--- src/rtl/strip_feature_pkg.sv ---
// Shared parameters and mode encoding for the strip feature blocks.
// Imported by the strip transition counter and its helpers.
package strip_feature_pkg;

    localparam int HEIGHT_DEF = 28;
    localparam int WIDTH_DEF  = 28;
    localparam int CNT_W_DEF  = 16;

    localparam int MODE_V = 0;
    localparam int MODE_H = 1;

    typedef logic [1:0] mode_t;

endpackage

--- src/rtl/strip_popcount.sv ---
// Combinational population count of an N-bit vector.
// Count width is clog2(N+1) so an all-ones input still fits.
module strip_popcount #(
    parameter int N = 8
) (
    input  logic [N-1:0]             bits,
    output logic [$clog2(N+1)-1:0]   count
);

    localparam int CW = $clog2(N + 1);

    always_comb begin
        count = '0;
        for (int i = 0; i < N; i++) begin
            count = count + CW'(bits[i]);
        end
    end

endmodule

--- src/rtl/strip_transition_counter.sv ---
// Counts vertical and horizontal pixel transitions over a frame of strips.
// Two-stage datapath: per-strip counts, then saturating frame totals.
module strip_transition_counter
    import strip_feature_pkg::*;
#(
    parameter int HEIGHT = HEIGHT_DEF,
    parameter int WIDTH  = WIDTH_DEF,
    parameter int CNT_W  = CNT_W_DEF
) (
    input  logic              clk,
    input  logic              rst_n,
    input  logic              clear,
    input  logic [1:0]        mode,
    input  logic              in_valid,
    output logic              in_ready,
    input  logic [HEIGHT-1:0] in_strip,
    input  logic              in_last,
    output logic              out_valid,
    input  logic              out_ready,
    output logic [CNT_W-1:0]  out_vcount,
    output logic [CNT_W-1:0]  out_hcount,
    output logic [CNT_W-1:0]  out_strips,
    output logic              out_truncated
);

    localparam int VW = $clog2(HEIGHT);
    localparam int HW = $clog2(HEIGHT + 1);
    localparam int IW = (WIDTH > 1) ? $clog2(WIDTH) : 1;
    localparam int SW = CNT_W + HW + 1;

    typedef enum logic [1:0] {IDLE, ACCUM, HOLD} state_t;

    state_t            state;
    logic              started;
    logic [HEIGHT-1:0] prev;
    logic [IW-1:0]     idx;
    mode_t             mode_q;
    mode_t             mode_eff;

    logic              s1_valid;
    logic              s1_first;
    logic              s1_end;
    logic              s1_trunc;
    logic [VW-1:0]     s1_v;
    logic [HW-1:0]     s1_h;

    logic [VW-1:0]     vc;
    logic [HW-1:0]     hc;
    logic              first;
    logic              accept;
    logic              at_max;
    logic              frame_end;

    function automatic logic [CNT_W-1:0] sat_add(
        input logic [CNT_W-1:0] a,
        input logic [HW-1:0]    b
    );
        logic [SW-1:0] s;
        s = SW'(a) + SW'(b);
        if (s > SW'({CNT_W{1'b1}})) begin
            return '1;
        end
        return s[CNT_W-1:0];
    endfunction

    // Stall while a frame-end strip sits in stage 1 so frames never abut.
    assign in_ready  = started && (state != HOLD) && !(s1_valid && s1_end);
    assign accept    = in_valid && in_ready && !clear;
    assign first     = (state == IDLE);
    assign mode_eff  = first ? mode : mode_q;
    assign at_max    = (idx == IW'(WIDTH - 1));
    assign frame_end = in_last || at_max;

    strip_popcount #(.N(HEIGHT - 1)) u_vpop (
        .bits  (in_strip[HEIGHT-2:0] ^ in_strip[HEIGHT-1:1]),
        .count (vc)
    );

    strip_popcount #(.N(HEIGHT)) u_hpop (
        .bits  (in_strip ^ prev),
        .count (hc)
    );

    always_ff @(posedge clk or negedge rst_n) begin
        if (!rst_n) begin
            s1_valid <= 1'b0;
            s1_first <= 1'b0;
            s1_end   <= 1'b0;
            s1_trunc <= 1'b0;
            s1_v     <= '0;
            s1_h     <= '0;
            prev     <= '0;
            idx      <= '0;
            mode_q   <= '0;
        end else if (clear) begin
            s1_valid <= 1'b0;
            s1_first <= 1'b0;
            s1_end   <= 1'b0;
            s1_trunc <= 1'b0;
            s1_v     <= '0;
            s1_h     <= '0;
            prev     <= '0;
            idx      <= '0;
            mode_q   <= '0;
        end else begin
            s1_valid <= accept;
            if (accept) begin
                s1_first <= first;
                s1_end   <= frame_end;
                s1_trunc <= at_max && !in_last;
                s1_v     <= mode_eff[MODE_V] ? vc : '0;
                s1_h     <= (mode_eff[MODE_H] && !first) ? hc : '0;
                prev     <= in_strip;
                idx      <= frame_end ? '0 : idx + 1'b1;
                if (first) begin
                    mode_q <= mode;
                end
            end
        end
    end

    always_ff @(posedge clk or negedge rst_n) begin
        if (!rst_n) begin
            state         <= IDLE;
            started       <= 1'b0;
            out_valid     <= 1'b0;
            out_vcount    <= '0;
            out_hcount    <= '0;
            out_strips    <= '0;
            out_truncated <= 1'b0;
        end else begin
            started <= 1'b1;
            if (clear) begin
                state         <= IDLE;
                out_valid     <= 1'b0;
                out_vcount    <= '0;
                out_hcount    <= '0;
                out_strips    <= '0;
                out_truncated <= 1'b0;
            end else begin
                unique case (state)
                    IDLE: begin
                        if (accept) state <= ACCUM;
                    end
                    ACCUM: begin
                        if (s1_valid && s1_end) begin
                            state     <= HOLD;
                            out_valid <= 1'b1;
                        end
                    end
                    HOLD: begin
                        if (out_ready) begin
                            state     <= IDLE;
                            out_valid <= 1'b0;
                        end
                    end
                    default: state <= IDLE;
                endcase
                // First strip of a frame reloads the totals instead of adding.
                if (s1_valid) begin
                    out_vcount    <= sat_add(s1_first ? '0 : out_vcount, HW'(s1_v));
                    out_hcount    <= sat_add(s1_first ? '0 : out_hcount, s1_h);
                    out_strips    <= sat_add(s1_first ? '0 : out_strips, HW'(1));
                    out_truncated <= s1_trunc;
                end
            end
        end
    end

endmodule

--- config.mk ---
export PLATFORM = sky130hd
export DESIGN_NAME = strip_transition_counter
export DESIGN_NICKNAME = d
export VERILOG_FILES = /design/src/rtl/strip_feature_pkg.sv /design/src/rtl/strip_popcount.sv /design/src/rtl/strip_transition_counter.sv
export SDC_FILE = /design/constraint.sdc
export NUM_CORES = 1
export LEC_CHECK = 0
export ABC_AREA = 1
export BUFFER_PORTS_ARGS = -buffer_cell sky130_fd_sc_hd__buf_2
export CORE_UTILIZATION = 50
export CTS_CLUSTER_SIZE = 16
export DETAILED_ROUTE_END_ITERATION = 6
export PLACE_DENSITY = 0.71
export SLEW_MARGIN = 0
export SYNTH_ARGS = -nofsm -noshare
export SYNTH_HDL_FRONTEND = slang
export SYNTH_SLANG_ARGS = --single-unit
--- constraint.sdc ---
create_clock -name clk -period 15.9 [get_ports clk]
set_clock_uncertainty 0.2 [all_clocks]
set_input_delay 0 -clock clk [delete_from_list [all_inputs] [get_ports clk]]
set_output_delay 0 -clock clk [all_outputs]
set_load 0.02 [all_outputs]
# Word level (Yosys, flattened, before mapping)
# Cells that the tools add are included.
word_totals:
  ff_bits: 102
  inputBits: 36
  elab_cells: 159
op_classes:
  addsub: 57
  order_cmp: 3
  eq_ne: 7
  muxes: 56
  bitwise: 2
  n_reduce_logical: 18
op_table:
  columns: ["cell", "n"]
  rows:
  - ["adder 5 x 1 -> 5 bit", 51]
  - ["two-way mux 16 bit", 15]
  - ["two-way mux 28 bit", 2]
  - ["greater-than comparator 17 x 16 -> 1 bit, second input constant", 3]
  - ["two-way mux 5 bit", 9]
  - ["adder 16 x 5 -> 17 bit", 2]
  - ["bitwise XOR 28 bit", 1]
  - ["bitwise XOR 27 bit", 1]
  - ["two-way mux 1 bit", 21]
  - ["adder 16 x 1 -> 17 bit, second input constant", 1]
  - ["two-way mux 2 bit", 7]
  - ["logical AND 1 bit", 7]
  - ["!= test 3 bit, second input constant", 2]
  - ["one-hot mux 2 bit (3 select lines)", 1]
  - ["AND reduction 3 bit", 2]
  - ["adder 5 x 1 -> 5 bit, second input constant", 1]
  - ["equality test 5 bit, second input constant", 1]
  - ["adder 1 x 1 -> 2 bit", 2]
  - ["logical NOT 1 bit", 4]
  - ["nonzero test 2 bit", 2]
  - ["!= test 3 x 1 -> 1 bit, second input constant", 1]
  - ["nonzero test 3 bit", 1]
  - ["equality test 2 x 1 -> 1 bit, second input constant", 1]
  - ["equality test 2 bit, second input constant", 1]
  - ["other kinds (4)", 4]

# Logic depth before layout (Yosys ltp)
depth:
  depth_word: 31
  depth_mapped: 21

# Modules after synthesis
# Synthesis repeated with hierarchy kept, for this count alone.
unflattened:
  hier_cells: 1045
  area_unflattened_um2: 7913.8
by_module_without_submodules:
  columns: ["mod", "n_inst", "cells_each", "area_each_um2", "seq_area_each_um2"]
  rows:
  - ["strip_transition_counter", 1, 852, 6384.9, 2552.4]
  - ["strip_popcount at u_hpop", 1, 96, 770.7, 0.0]
  - ["strip_popcount at u_vpop", 1, 97, 758.2, 0.0]

# Worst setup path before layout
# OpenSTA, ideal clock, no wires.
synth_path:
  path_type: "register to register"
  start: "register prev[0]"
  end: "register s1_h[1]"
  setup_ns: 0.117
  arrival_ns: 4.971
  t_required_ns: 15.583
  slack_ns: 10.612
  stages_incl_launch_ff: 15
  path_buffers: 0
  synth_period_minus_slack_ns: 5.288
  path_cell_list: "dfrtp_1 -> xor2_1 -> ha_1 -> fa_1 -> fa_1 -> fa_1 -> fa_1 -> inv_1 -> fa_1 -> fa_1 -> fa_1 -> inv_1 -> fa_1 -> nand3_1 -> nand2_1"
synth_between:
  elab_chain_len: 31
synth_lines:
  columns: ["element", "line", "rtl"]
  rows:
  - ["from (decl)", "strip_transition_counter.sv:35", "logic [HEIGHT-1:0] prev;"]
  - ["from (signal assigned)", "strip_transition_counter.sv:113", "prev <= in_strip;"]
  - ["bitwise XOR 28 bit", "strip_transition_counter.sv:80", ".bits (in_strip ^ prev),"]
  - ["adder 1 x 1 -> 2 bit", "strip_popcount.sv:15", "count = count + CW'(bits[i]);"]
  - ["adder 5 x 1 -> 5 bit (26 in a row)", "strip_popcount.sv:15", null]
  - ["two-way mux 5 bit", "strip_transition_counter.sv:112", "s1_h <= (mode_eff[MODE_H] && !first) ? hc : '0;"]
  - ["two-way mux 5 bit", "strip_transition_counter.sv:107", "if (accept) begin"]
  - ["two-way mux 5 bit", "strip_transition_counter.sv:95", "end else if (clear) begin"]
  - ["to (signal assigned)", "strip_transition_counter.sv:112", null]
  - ["to (decl)", "strip_transition_counter.sv:45", "logic [HW-1:0] s1_h;"]
# Every way passes these cells. The select of a mux whose other input is x is not followed.
# A chain may end at the register's enable or synchronous reset.

# Final worst setup path
layout_path:
  start: "register prev[0]"
  end: "register s1_h[4]"
# Same word-level chain as after synthesis.

==> reports/qor.yml <==
synthXorXnorAreaFrac_pct: 9.99
drive_above_1_share_pct: 14.6
postCtsSetupRepairBufs: 0
seq_area_mm2: 0.00255
dpl_cell_area_mm2: 0.00817
hold_class: "primary input to async pin"
dr.pass1.iters: 7
synth_fa_ha_area_share_pct: 16.0
port_buffers: 86
end_kind: "flip-flop"
violations: "DRC"
synthDistinctLibCells: 42
crit_fanout: 2
path_clk_slew_ns: 0.07
fin_nets: 1153
final_cell_mix: "nand2_1, inv_1, dfrtp_1"
track_usage_pct: 22.9
nFillCells: 1271
cts_tree: "done"
synth_top_flop_cell: "dfrtp_1"
ant_nets: 0
final_common_cell: "nand2_1"
finalPower_w: 0.00125
place.gp.congestion: 0.864
drcViolationCount: 9
drt-initial-drc-count: 522
io_pins: 87
power.leakage_nw: 4.65
rrSetupSlack_ns: 10.46
crit_chain: "xor2_1 > ha_1 > fa_1 > fa_1 > fa_1 > fa_1 > inv_1 > fa_1 > fa_1 > fa_1 > inv_1 > fa_1 > nand3_1 > nand2_1 > xnor2_1 > o21ai_0"
vias_per_cell: 5.11
synth_top_family_by_area: "simple AND/OR/NAND/NOR gates"
outcome: "complete, but fails checks"
ctsHoldBuffers: 36
synth_top_area_share_pct: 33.5
cts_resized: 0
fmax_mhz: 184
gr-total-overflow: 0
synthMuxAreaShare_pct: 0
hpwl_mm: 11.8
final_cells: 1233
setup_viol: 0
cp_data_arrival_time_ns: 5.47
htree_levels: 3
fp-row-count: 44
syn_to_final_growth_pct: 15.7
synth_area_leaders: "dfrtp_1, fa_1, nand2_1"
hold_violations: 0
yosysSeqAreaShare_pct: 33.5
cts_buffer_depth: 2
grt_max_degree: 56
r2r_end: "s1_h[4]"
critPathLaunchType: "flip-flop"
antenna_found_initial: 0
clock_latency_ns: 0.35
synth_edf_count: 0
dp.cells: 1181
grt_pass1_wl_mm: 28.8
cp_slowest_stage_delay_ns: 0.54
cts_root_buf: "clkbuf_16"
p_per_area_mw_per_mm2: 142
cpMostUsedCell: "fa_1"
die_w_um: 125
wire_per_inst_um: 13.7
slew_headroom_pct: 38.8
timing.reg2reg.worst_path_depth: 16
drv_slew: 0
maxCapViolations: 0
synthSimpleGateAreaFrac_pct: 25.0
syn-cell-area_mm2: 0.00762
multiInputGateArea_mm2: 0.00444
async_flop_share_pct: 100
via_count: 6301
finalCritPeriodShare_pct: 34.2
worst_pin_slew_ns: 0.915
synth_compound_area_share_pct: 7.11
finalInstanceArea_mm2: 0.00882
slowest_stage: "fa_1"
fin_ws_ns: 10.46
yosys.area.top_type: "dfrtp_1"
coreArea_mm2: 0.0147
yosys_warnings: 0
drt-total-wl_mm: 16.9
r2r-start: "prev[0]"
initial_core_util_pct: 51.8
yosys_register_bits: 102
cts.sinks: 102
crit_start: "prev[0]"
die_h_um: 125
path_class: "flip-flop to flip-flop"
synthCells: 934
synth_area_per_cell_um2: 8.16
fin_tns_setup_ns: 0
synth_nets: 1043
die_area_mm2: 0.0157
rsz0062_at_grt: "false"
diodes: 0
crit_required_ns: 15.93
grt_pass1_vias: 5959
final.min_clock_period_ns: 5.44
ir_worst_vdd_uv: 145
pre_cts_ws_ns: 10.44
cts_buffers: 9
[stage by stage]
step           hold slack [ns]  utilization, %
2_1_floorplan           -0.496               -
3_3_place_gp           -0.0994            55.6
3_5_place_dp           -0.0882            55.6
4_1_cts                 0.0407            60.0
5_1_grt                 0.0933            60.0
6_report                0.0360            60.0
[flip-flops by register name, summed over array words and instances (netlist names)]
name           cells
idx                5
mode_q             2
out_hcount        16
out_strips        16
out_truncated      1
out_valid          1
out_vcount        16
prev              28
s1_end             1
s1_first           1
s1_h               5
s1_trunc           1
s1_v               5
s1_valid           1
started            1
state              2
[layer usage]
metal / track usage (%) / vias to the layer above / routed length, um
met3: 3.94 / 12 / 634
met2: 38.9 / 157 / 8160
met1: 30.5 / 2949 / 7960
li1: - / 3183 / -
met4: 4.88 / 0 / 144
met5: 0 / - / 0
[cells by family after synthesis]
| kind of cell | Yosys count |
|---|---|
| and+or+nand+nor | 416 |
| buffers and inverters | 153 |
| AOI/OAI and AO/OA | 103 |
| DFF | 102 |
| xor gates and xnor gates | 86 |
| adders and majority gates | 73 |
| other | 1 |
[worst max-delay path by stage]
stage / end / slack, ns / cells past startpoint
6_report: s1_h[4] / 10.46 / 16
5_1_grt: s1_h[1] / 10.20 / 14
4_1_cts: s1_h[4] / 10.42 / 16
3_5_place_dp: s1_h[4] / 10.44 / 16
3_3_place_gp: s1_h[4] / 10.49 / 16
2_1_floorplan: s1_h[1] / 10.61 / 14
[critical path: cells and delay by family, from the launching register on]
| kind | cells | cell delay [ns] |
|---|---|---|
| compound gates | 1 | 0.08 |
| xor+xnor | 2 | 0.27 |
| fa+ha+maj | 9 | 4.06 |
| buf+inv | 2 | 0.15 |
| flops | 1 | 0.39 |
| simple gates | 2 | 0.17 |
[layout make-up]
class	count	share of cell area (%)
sequential	102	28.9
multi-input combinational	679	50.3
timing repair buffer	129	9.59
clock inverter	4	0.539
inverter	123	5.32
clock buffer	12	2.68
tap	184	2.61
[power by group]
part / leakage [nW] / total [W] / internal (W) / switching (W)
Combinational: 3.11 / 0.000756 / 0.000356 / 0.000401
Sequential: 1.40 / 0.000280 / 0.000271 / 0.00000831
Clock: 0.137 / 0.000217 / 0.000122 / 0.0000951
Total: 4.65 / 0.00125 / 0.000749 / 0.000504
[Yosys cell counts (all sizes together), types with 13 or more instances]
cell and count:
nand3 94, dfrtp 102, o21ai 79, xnor2 46, xor2 40, fa 41, clkbuf 19, a21oi 13
nand2 219, inv 122, nor2 80, ha 32
Power figures use the tool's default switching activity.
